===== src/rtl/ucaspian_sched_pkg.sv =====
// Shared types and sizes for the uCaspian activity scheduler.
package ucaspian_sched_pkg;
   localparam int NUM_SLOTS  = 16;
   localparam int SLOT_IDX_W = 4;

   typedef enum logic [1:0] {S_IDLE, S_DRAIN, S_DONE} sched_state_t;
endpackage


===== src/rtl/find_set_bit_16.sv =====
// Priority encoder: index of the highest set bit of a 16-bit vector, 0 with none_found when empty.
// Purely combinational; no handshake.
module find_set_bit_16 (
   input  logic [15:0] vec,
   output logic [3:0]  out,
   output logic        none_found
);
   always_comb begin
      out        = 4'd0;
      none_found = (vec == 16'd0);
      // Ascending scan, so the highest set bit is the last one written.
      for (int i = 0; i < 16; i++) begin
         if (vec[i]) out = 4'(i);
      end
   end
endmodule


===== src/rtl/activity_scheduler_16.sv =====
// Snapshots per-timestep slot marks at start and issues them highest-first; one index per cycle.
// Latency: start -> first index next cycle; backpressure: index held stable while out_ready is low.
module activity_scheduler_16
   import ucaspian_sched_pkg::*;
#(
   parameter int CNT_W = 5
) (
   input  logic                  clk,
   input  logic                  reset,
   input  logic                  mark_valid,
   input  logic [SLOT_IDX_W-1:0] mark_idx,
   input  logic                  start,
   input  logic                  abort,
   output logic                  out_valid,
   output logic [SLOT_IDX_W-1:0] out_idx,
   input  logic                  out_ready,
   output logic                  busy,
   output logic                  done,
   output logic [CNT_W-1:0]      issue_count
);
   sched_state_t         state;
   logic [NUM_SLOTS-1:0] pending;
   logic [NUM_SLOTS-1:0] work;
   logic [NUM_SLOTS-1:0] mark_vec;
   logic [NUM_SLOTS-1:0] issue_vec;
   logic [NUM_SLOTS-1:0] work_after_issue;
   logic [SLOT_IDX_W-1:0] top_idx;
   logic                  none_found;
   logic                  handshake;

   find_set_bit_16 u_find (
      .vec        (work),
      .out        (top_idx),
      .none_found (none_found)
   );

   assign mark_vec         = mark_valid ? (NUM_SLOTS'(1) << mark_idx) : '0;
   assign issue_vec        = NUM_SLOTS'(1) << top_idx;
   assign work_after_issue = work & ~issue_vec;

   assign out_valid = (state == S_DRAIN) && !none_found;
   assign out_idx   = top_idx;
   assign handshake = out_valid && out_ready;
   assign busy      = (state != S_IDLE);
   assign done      = (state == S_DONE);

   always_ff @(posedge clk) begin
      if (reset) begin
         state       <= S_IDLE;
         pending     <= '0;
         work        <= '0;
         issue_count <= '0;
      end else begin
         pending <= pending | mark_vec;
         case (state)
            S_IDLE: begin
               // A mark coinciding with start joins this run rather than the next.
               if (start && !abort) begin
                  work        <= pending | mark_vec;
                  pending     <= '0;
                  issue_count <= '0;
                  state       <= S_DRAIN;
               end
            end
            S_DRAIN: begin
               if (abort) begin
                  work  <= '0;
                  state <= S_IDLE;
               end else if (handshake) begin
                  work <= work_after_issue;
                  if (issue_count != '1) issue_count <= issue_count + CNT_W'(1);
                  if (work_after_issue == '0) state <= S_DONE;
               end else if (work == '0) begin
                  state <= S_DONE;
               end
            end
            S_DONE: begin
               work  <= '0;
               state <= S_IDLE;
            end
            default: state <= S_IDLE;
         endcase
      end
   end
endmodule

===== config.mk =====
export PLATFORM = sky130hd
export DESIGN_NAME = activity_scheduler_16
export DESIGN_NICKNAME = d
export VERILOG_FILES = /design/src/rtl/ucaspian_sched_pkg.sv /design/src/rtl/find_set_bit_16.sv /design/src/rtl/activity_scheduler_16.sv
export SDC_FILE = /design/constraint.sdc
export NUM_CORES = 1
export LEC_CHECK = 0
export CORE_ASPECT_RATIO = 1.25
export CORE_MARGIN = 2
export CORE_UTILIZATION = 60
export DETAILED_ROUTE_END_ITERATION = 10
export PLACE_DENSITY = 0.95
export SETUP_SLACK_MARGIN = 0.02
export SLEW_MARGIN = 20
export SYNTH_ARGS = -nofsm -noshare
export SYNTH_HDL_FRONTEND = slang
export SYNTH_SLANG_ARGS = --single-unit

===== constraint.sdc =====
create_clock -name clk -period 5.9 [get_ports clk]
set_input_delay 1.77 -clock clk [delete_from_list [all_inputs] [get_ports clk]]
set_output_delay 1.77 -clock clk [all_outputs]
set_load 0.01 [all_outputs]

Word-level counts from Yosys, hierarchy flattened
Index checks and enable logic that the tools add are counted.
{"block": "classes", "add_sub_neg": 1, "mul": 0, "div": 0, "order_cmp": 0, "eq_ne": 10, "n_shift": 2, "n_mux": 33, "bitwise": 3, "n_reduce_logical": 14}
{"cell": "$mux 16", "n": 6}
{"cell": "$pmux 16 s3", "n": 1}
{"cell": "$logic_not 16->1", "n": 2}
{"cell": "$mux 4", "n": 8}
{"cell": "$shl 1x4->16 const A", "n": 2}
{"cell": "$mux 5", "n": 4}
{"cell": "$and 16x16->16", "n": 1}
{"cell": "$not 16->16", "n": 1}
{"cell": "$or 16x16->16", "n": 1}
{"cell": "$mux 2", "n": 7}
{"cell": "$mux 3", "n": 4}
{"cell": "$pmux 5 s2", "n": 1}
{"cell": "$ne 2x2->1 const B", "n": 3}
{"cell": "$reduce_and 3->1", "n": 2}
{"cell": "$add 5x1->5 const B", "n": 1}
{"cell": "$ne 5x5->1 const B", "n": 1}
{"cell": "$reduce_and 5->1", "n": 1}
{"cell": "$ne 4x3->1 const B", "n": 1}
{"cell": "$ne 4x4->1 const B", "n": 1}
{"cell": "$pmux 2 s2", "n": 1}
{"cell": "$reduce_bool 2->1", "n": 2}
{"cell": "$logic_and 1x1->1", "n": 3}
{"cell": "$ne 3x3->1 const B", "n": 1}
{"cell": "$reduce_bool 3->1", "n": 1}
{"cell": "6 further kinds", "n": 7}
{"block": "word_totals", "reg_bits": 39, "latchBits": 0, "ramBits": 0, "mem_bits_ro": 0, "inputBits": 10, "out_inout_bits": 12, "wordCells": 67, "memories": 0}

Depth between registers and ports, before layout
{"block": "logic_depth", "word_depth": 23, "ltp_mapped": 9, "mapped_depth_nobuf": 9}

By module
A second synthesis with hierarchy kept.
{"block": "unflattened", "cells_unflattened": 277, "area_unflattened_um2": 2200.9}
{"mod": "activity_scheduler_16", "instances": 1, "cells_each": 248, "area_each_um2": 2039.5, "seq_area_each_um2": 780.7}
{"mod": "find_set_bit_16", "instances": 1, "cells_each": 29, "area_each_um2": 161.4, "seq_area_each_um2": 0.0}

Least setup slack after synthesis
OpenSTA, ideal clock, no wires.
{"block": "synth_path", "kind": "flip-flop to output port", "startpoint": "register work[4]", "endpoint": "output port out_idx[0]", "t_arrival_ns": 1.471, "required_time_ns": 4.130, "setup_slack_ns": 2.659, "stages_incl_launch_ff": 5, "path_buffers": 0, "cell_sequence": "dfxtp_1 or3b_1 a311oi_2 a21oi_1 o21bai_1"}
{"block": "synth_via", "elab_chain_cells": 12}
{"element": "start, declared", "line_no": "activity_scheduler_16.sv:23", "rtl": "logic [NUM_SLOTS-1:0] work;"}
{"element": "start signal, assigned", "line_no": "activity_scheduler_16.sv:59", "rtl": "work <= pending | mark_vec;"}
{"element": "start signal, assigned", "line_no": "activity_scheduler_16.sv:70", "rtl": "work <= work_after_issue;"}
{"element": "$mux 3 (4 in series)", "line_no": "find_set_bit_16.sv:13", "rtl": "if (vec[i]) out = 4'(i);"}
{"element": "$mux 4 (8 in series)", "line_no": "find_set_bit_16.sv:13"}
{"element": "end, declared", "line_no": "activity_scheduler_16.sv:15", "rtl": "output logic [SLOT_IDX_W-1:0] out_idx,"}
Every way passes these cells.

Worst setup path after layout
{"block": "layout_path", "startpoint": "register work[2]", "endpoint": "output port out_idx[0]"}
{"block": "layout_via", "elab_chain_cells": 14}
{"element": "$mux 2 (2 in series)", "line_no": "find_set_bit_16.sv:13"}
{"element": "$mux 3 (4 in series)", "line_no": "find_set_bit_16.sv:13"}
{"element": "$mux 4 (8 in series)", "line_no": "find_set_bit_16.sv:13"}
Every way passes these cells.

==> out/metrics.csv <==
metric;value;unit
drt_pass1_iterations;4;
cts_post_setup_buffers_inserted;0;
worstPathArrival;2460;ps
die_x;57.1;um
grtUsageMet1;0.328;
timing.fmax;236;MHz
setup_tns;0;ps
tightest_slew;891;ps
p_int;488;uW
yosysTopAreaCellShare;0.369;
final.period_utilization;0.718;
place.gp.congestion;1.02;
ys_seq_area_frac;0.369;
period_needed;4230;ps
worstPathMaxFanout;6;
grt.busiest_layer;met2;
num_rows;24;
routed_via_density;6.44;
ir_drop;0.259;mV
p_comb_frac;0.384;
syn_area_per_cell;7.83;um^2
swShare;0.379;
grt_pass1_wl;8.83;mm
antenna_left;0;
clock_sinks;39;
finClkSkew;9.40;ps
nets;303;
synth_cells;270;
p_per_area;323;mW/mm^2
grt-ovfl-total;0;
initial_utilization;0.617;
async_flop_share;0;
yosysWarnings;0;
clockBufferDepth;2;
cts_tree;yes;
drtIter0Drc;98;
path_class;flip-flop to output pin;
hold_start;pending[10];
gr-usage-all-layers;0.278;
insertion_delay;300;ps
grt_pass1_vias;2012;
syn_area;0.00211;mm^2
hold_viol;0;
antenna_found_initial;0;
wl_per_cell;16.0;um
antennaDiodeCount;0;
dpl.hpwl;3.82;mm
met3_usage;0.0574;
synth_edf_count;0;
end_kind;output pin;
num_vias;2113;
use_met2;0.460;
yosys-top-cells-count;dfxtp_1 (39), a21oi_1 (36), nor2_1 (33);
drv_cap;0;
area_growth;15.0;%
slew_headroom;0.404;
clockPowerShare;0.251;
synth_cell_types;48;
drv_slew;0;
rsz0062_at_grt;false;
clockRootBuffer;clkbuf_8;
outcome;finished clean;
synth_seq_cells;39;
p_seq_frac;0.365;
synth_fp_nets;285;
dieArea;0.00402;mm^2
cp.required;4130;ps
portBuffers;21;
clkTransAtPathRegs;70;ps
synth_area_leader_cell;dfxtp_1;
coreArea;0.00342;mm^2
drc;0;
p_switching;297;uW
dp_slack;1990;ps
cp-startpoint;work[2];
die_y;70.4;um
routed_wirelength;5.25;mm
ctsHoldBuffers;0;
synth_area_leaders;dfxtp_1 (37%), a21oi_1 (8.5%), nor2_1 (5.9%), o21ai_1 (3.3%), nor2b_1 (3.3%);
critPathLaunchType;flip-flop;
cts_buffers;5;
setup_slack;1670;ps
setup-violations-final;0;
drive_gt1_frac;0.0554;
cts_resized;0;
worstReg2RegStart;work[13];
grt_start_max_net_pins;27;
synth_most_common_cell;dfxtp_1;
power.leakage;0.000937;uW
io_pins;22;
synth-main-ff-cell;dfxtp_1;
htree_levels;2;
hp-class;flip-flop to flip-flop;
## metal layers
metal / vias up / part of all wire
li1: 1027 / -
met1: 981 / 0.41
met2: 81 / 0.50
met3: 24 / 0.051
met4: 0 / 0.036
met5: - / 0
## cell families (layout without fill, tap and decap cells)
group / Yosys count / count (layout) / share of synthesized area
AOI/OAI and AO/OA: 94 / 94 / 0.276
adders and majority gates: 6 / 6 / 0.0349
buffers and inverters: 19 / 38 / 0.0373
DFF: 39 / 39 / 0.369
muxes: 3 / 3 / 0.0142
and+or+nand+nor: 109 / 109 / 0.268
## layout make-up
| type | instances | area (um^2) |
|---|---|---|
| Clock buffer | 8 | 100 |
| Fill cell | 284 | 992 |
| Inverter | 9 | 33.8 |
| Multi-Input combinational cell | 212 | 1260 |
| Sequential cell | 39 | 781 |
| Tap cell | 39 | 48.8 |
| Timing Repair Buffer | 21 | 210 |
## state kept, by name (all words and copies together) (netlist names)
signal / count
pending: 16
work: 16
issue_count: 5
state: 2
## worst paths after layout
kind / endpoint / slack (ps) / cells past startpoint
min: pending[10] / 460 / 2
max: out_idx[0] / 1670 / 5
max reg2reg: work[9] / 3260 / 7
min reg2reg: pending[10] / 460 / 2
## worst max-delay path, cell delays in order (launching register included)
cell	delay, ps
dfxtp_1	360
or3b_1	400
a311oi_2	360
a21oi_1	190
o21bai_1	280
clkdlybuf4s50_1	590
## power groups by stage
stage | clock network [uW] | registers (uW) | logic, uW
finish | 197 | 287 | 302
global route | 210 | 289 | 332
CTS | 198 | 286 | 298
detailed placement | 0 | 292 | 296
global placement | 0 | 291 | 289
floorplan | 0 | 288 | 214
## metrics by stage
step           cells  total power [uW]  hold slack, ps   util  cell area [um^2]
6_report         328               786             462  0.710              2430
3_3_place_gp     320               580             435  0.680              2330
2_1_floorplan    270               502             420      -              2110
4_1_cts          328               782             464  0.709              2430
5_1_grt          328               831             486  0.710              2430
3_5_place_dp     320               588             448  0.680              2330
## placed cells by master (no fill, tap or decap), types with 2 or more instances in the layout
cell type        count
dfxtp_1             39
a21oi_1             36
nor2_1              33
clkdlybuf4s50_1     21
nand2_1             17
o21ai_1             14
nor2b_1             11
a31oi_1              9
or3_1                9
inv_1                8
nand2b_1             8
a21o_1               7
clkbuf_8             7
nor4_1               5
o21ai_0              5
nand3_1              5
nor3_1               5
ha_1                 5
and2_1               3
a41oi_1              3
a22oi_1              3
mux2i_1              3
a21boi_1             2
nand4_1              2
and3_1               2
nor3b_1              2
o22ai_1              2
No activity file was read; power rests on OpenSTA's default activity.
==> patch (config.mk and constraints unchanged) <==
The parameter `CNT_W` goes from 5 to 4.
--- a/src/rtl/activity_scheduler_16.sv
+++ b/src/rtl/activity_scheduler_16.sv
@@ -3,7 +3,7 @@
 module activity_scheduler_16
    import ucaspian_sched_pkg::*;
 #(
-   parameter int CNT_W = 5
+   parameter int CNT_W = 4
 ) (
    input  logic                  clk,
    input  logic                  reset,
Ports: changed (resized issue_count); port bits go from 22 to 21. No check against the original RTL was run, so the function may have changed too.
==> patch against the unedited design <==
- wire length increased by 2.6%
- cell area decreased by 1.3%
- worst setup slack got worse by 16 ps
- power increased by 15%
- sequential cell count decreased by 1
- area after synthesis decreased by 1.7%
- clock skew decreased by 3.3 ps
- critical endpoint unchanged
- largest power group unchanged
==> patch: results (changes against the unedited design) <==
grt_use_total: 0.280  # was 0.278
grt_pass1_wl_mm: 8.88  # was 8.83 mm
peakVddDrop_mv: 0.282  # was 0.259 mV
synthMuxAreaShare: 0.00963  # was 0.0142
synth_compound_area_frac: 0.273  # was 0.276
power_leakage_nw: 0.894  # was 0.937 nW
drt_iter0_drc: 112  # was 98
status: "finished, final reports clean"  # unchanged
worst-path-max-fanout: 9  # was 6
portBuffers: 20  # was 21
reg_top3: "pending (16), work (16), issue_count (4)"  # was pending (16), work (16), issue_count (5)
place.gp.congestion: 0.928  # was 1.02
fillers: 253  # was 284
yosys_warnings: 0  # unchanged
nets: 291  # was 303
cp.arrival_ps: 2480  # was 2460 ps
drv_cap: 0  # unchanged
worstMarginPinSlew_ps: 811  # was 891 ps
synth.area.top_cells: "dfxtp_1, a21oi_1, nor2_1"  # unchanged
synth_nets: 278  # was 285
pre_cts_ws_ps: 1890  # was 1990 ps
yosys-top-cells-count: "nor2_1, a21oi_1, dfxtp_1"  # was dfxtp_1, a21oi_1, nor2_1
grt_pass1_vias: 1923  # was 2012
synth_fa_ha_area_frac: 0.0295  # was 0.0349
slowest_delay_ps: 500  # was 590 ps
grt_max_degree: 32  # was 27
place_area_sq_mm: 0.00226  # was 0.00233 sq mm
finalClockSkew_ps: 6.13  # was 9.40 ps
diodes: 0  # unchanged
drive_above_1_share: 0.0791  # was 0.0554
synthDistinctLibCells: 53  # was 48
wl_per_cell_um: 17.1  # was 16.0 um
synth_xor_area_frac: 0.0126  # was 0
rr_worst_depth: 8  # was 7
dpl.hpwl_mm: 3.81  # was 3.82 mm
cp_slowest_cell: "or4_4"  # was clkdlybuf4s50_1
ys_seq_area_frac: 0.366  # was 0.369
num_vias: 2046  # was 2113
==> patch: cell count changes in the layout (fill, tap and decap cells not counted), moves of 4 or more <==
cell / delta
o21ai_1: -14
nand2b_1: -7
nand2_1: -6
o21ai_0: +12
nand3_1: -4
a21oi_1: +5
a21o_1: -4
nor2_1: +9
a31oi_1: -4
or3_1: +5
nor2b_1: -5
==> patch: final timing paths <==
| kind | from | end | slack, ps |
|---|---|---|---|
| min | pending[8]$_SDFF_PP0_ | pending[8]$_SDFF_PP0_ | 460 |
| max reg2reg | work[6]$_SDFFE_PP0P_ | state[1]$_SDFFE_PP0P_ | 3100 |
| max | work[4]$_SDFFE_PP0P_ | out_idx[0] | 1650 |
| min reg2reg | pending[8]$_SDFF_PP0_ | pending[8]$_SDFF_PP0_ | 460 |
==> patch: power by group <==
group          switching, mW  internal [mW]
Combinational          0.218          0.129
Sequential            0.0178          0.272
Clock                 0.0942          0.169
==> patch: logic make-up (layout without fill, tap and decap cells) <==
group / after synthesis / after routing
flops: 38 / 38
xor+xnor: 3 / 3
mux: 2 / 2
compound gates: 90 / 90
buf+inv: 21 / 35
simple gates: 105 / 105
fa+ha+maj: 5 / 5
==> patch: cell type report <==
| type | instances | area (sq um) | share of cell area |
|---|---|---|---|
| inverter | 7 | 26.3 | 0.0110 |
| tap | 37 | 46.3 | 0.0193 |
| clock inverter | 3 | 68.8 | 0.0287 |
| multi-input combinational | 205 | 1230 | 0.512 |
| clock buffer | 5 | 68.8 | 0.0287 |
| timing repair buffer | 20 | 200 | 0.0835 |
| sequential | 38 | 761 | 0.317 |
==> patch: worst reg2reg max path, delay by kind of cell (launching register included) <==
kind	cells	cell delay, ps
AOI/OAI and AO/OA	5	1150
DFF	1	400
and+or+nand+nor	3	1130
==> patch: layer usage <==
metal  global-route usage  vias up  routed length, um
li1                     -      989                  -
met1                0.346      981               2260
met2                0.466       63               2760
met3               0.0466       13                232
met4                0.132        0                128
met5                    0        -                  0
==> patch: per-stage QoR <==
| step | power, mW | instances |
|---|---|---|
| 6_report | 0.900 | 315 |
| 4_1_cts | 0.896 | 315 |
| 3_3_place_gp | 0.619 | 307 |
| 2_1_floorplan | 0.542 | 264 |
| 5_1_grt | 0.949 | 315 |
| 3_5_place_dp | 0.632 | 307 |
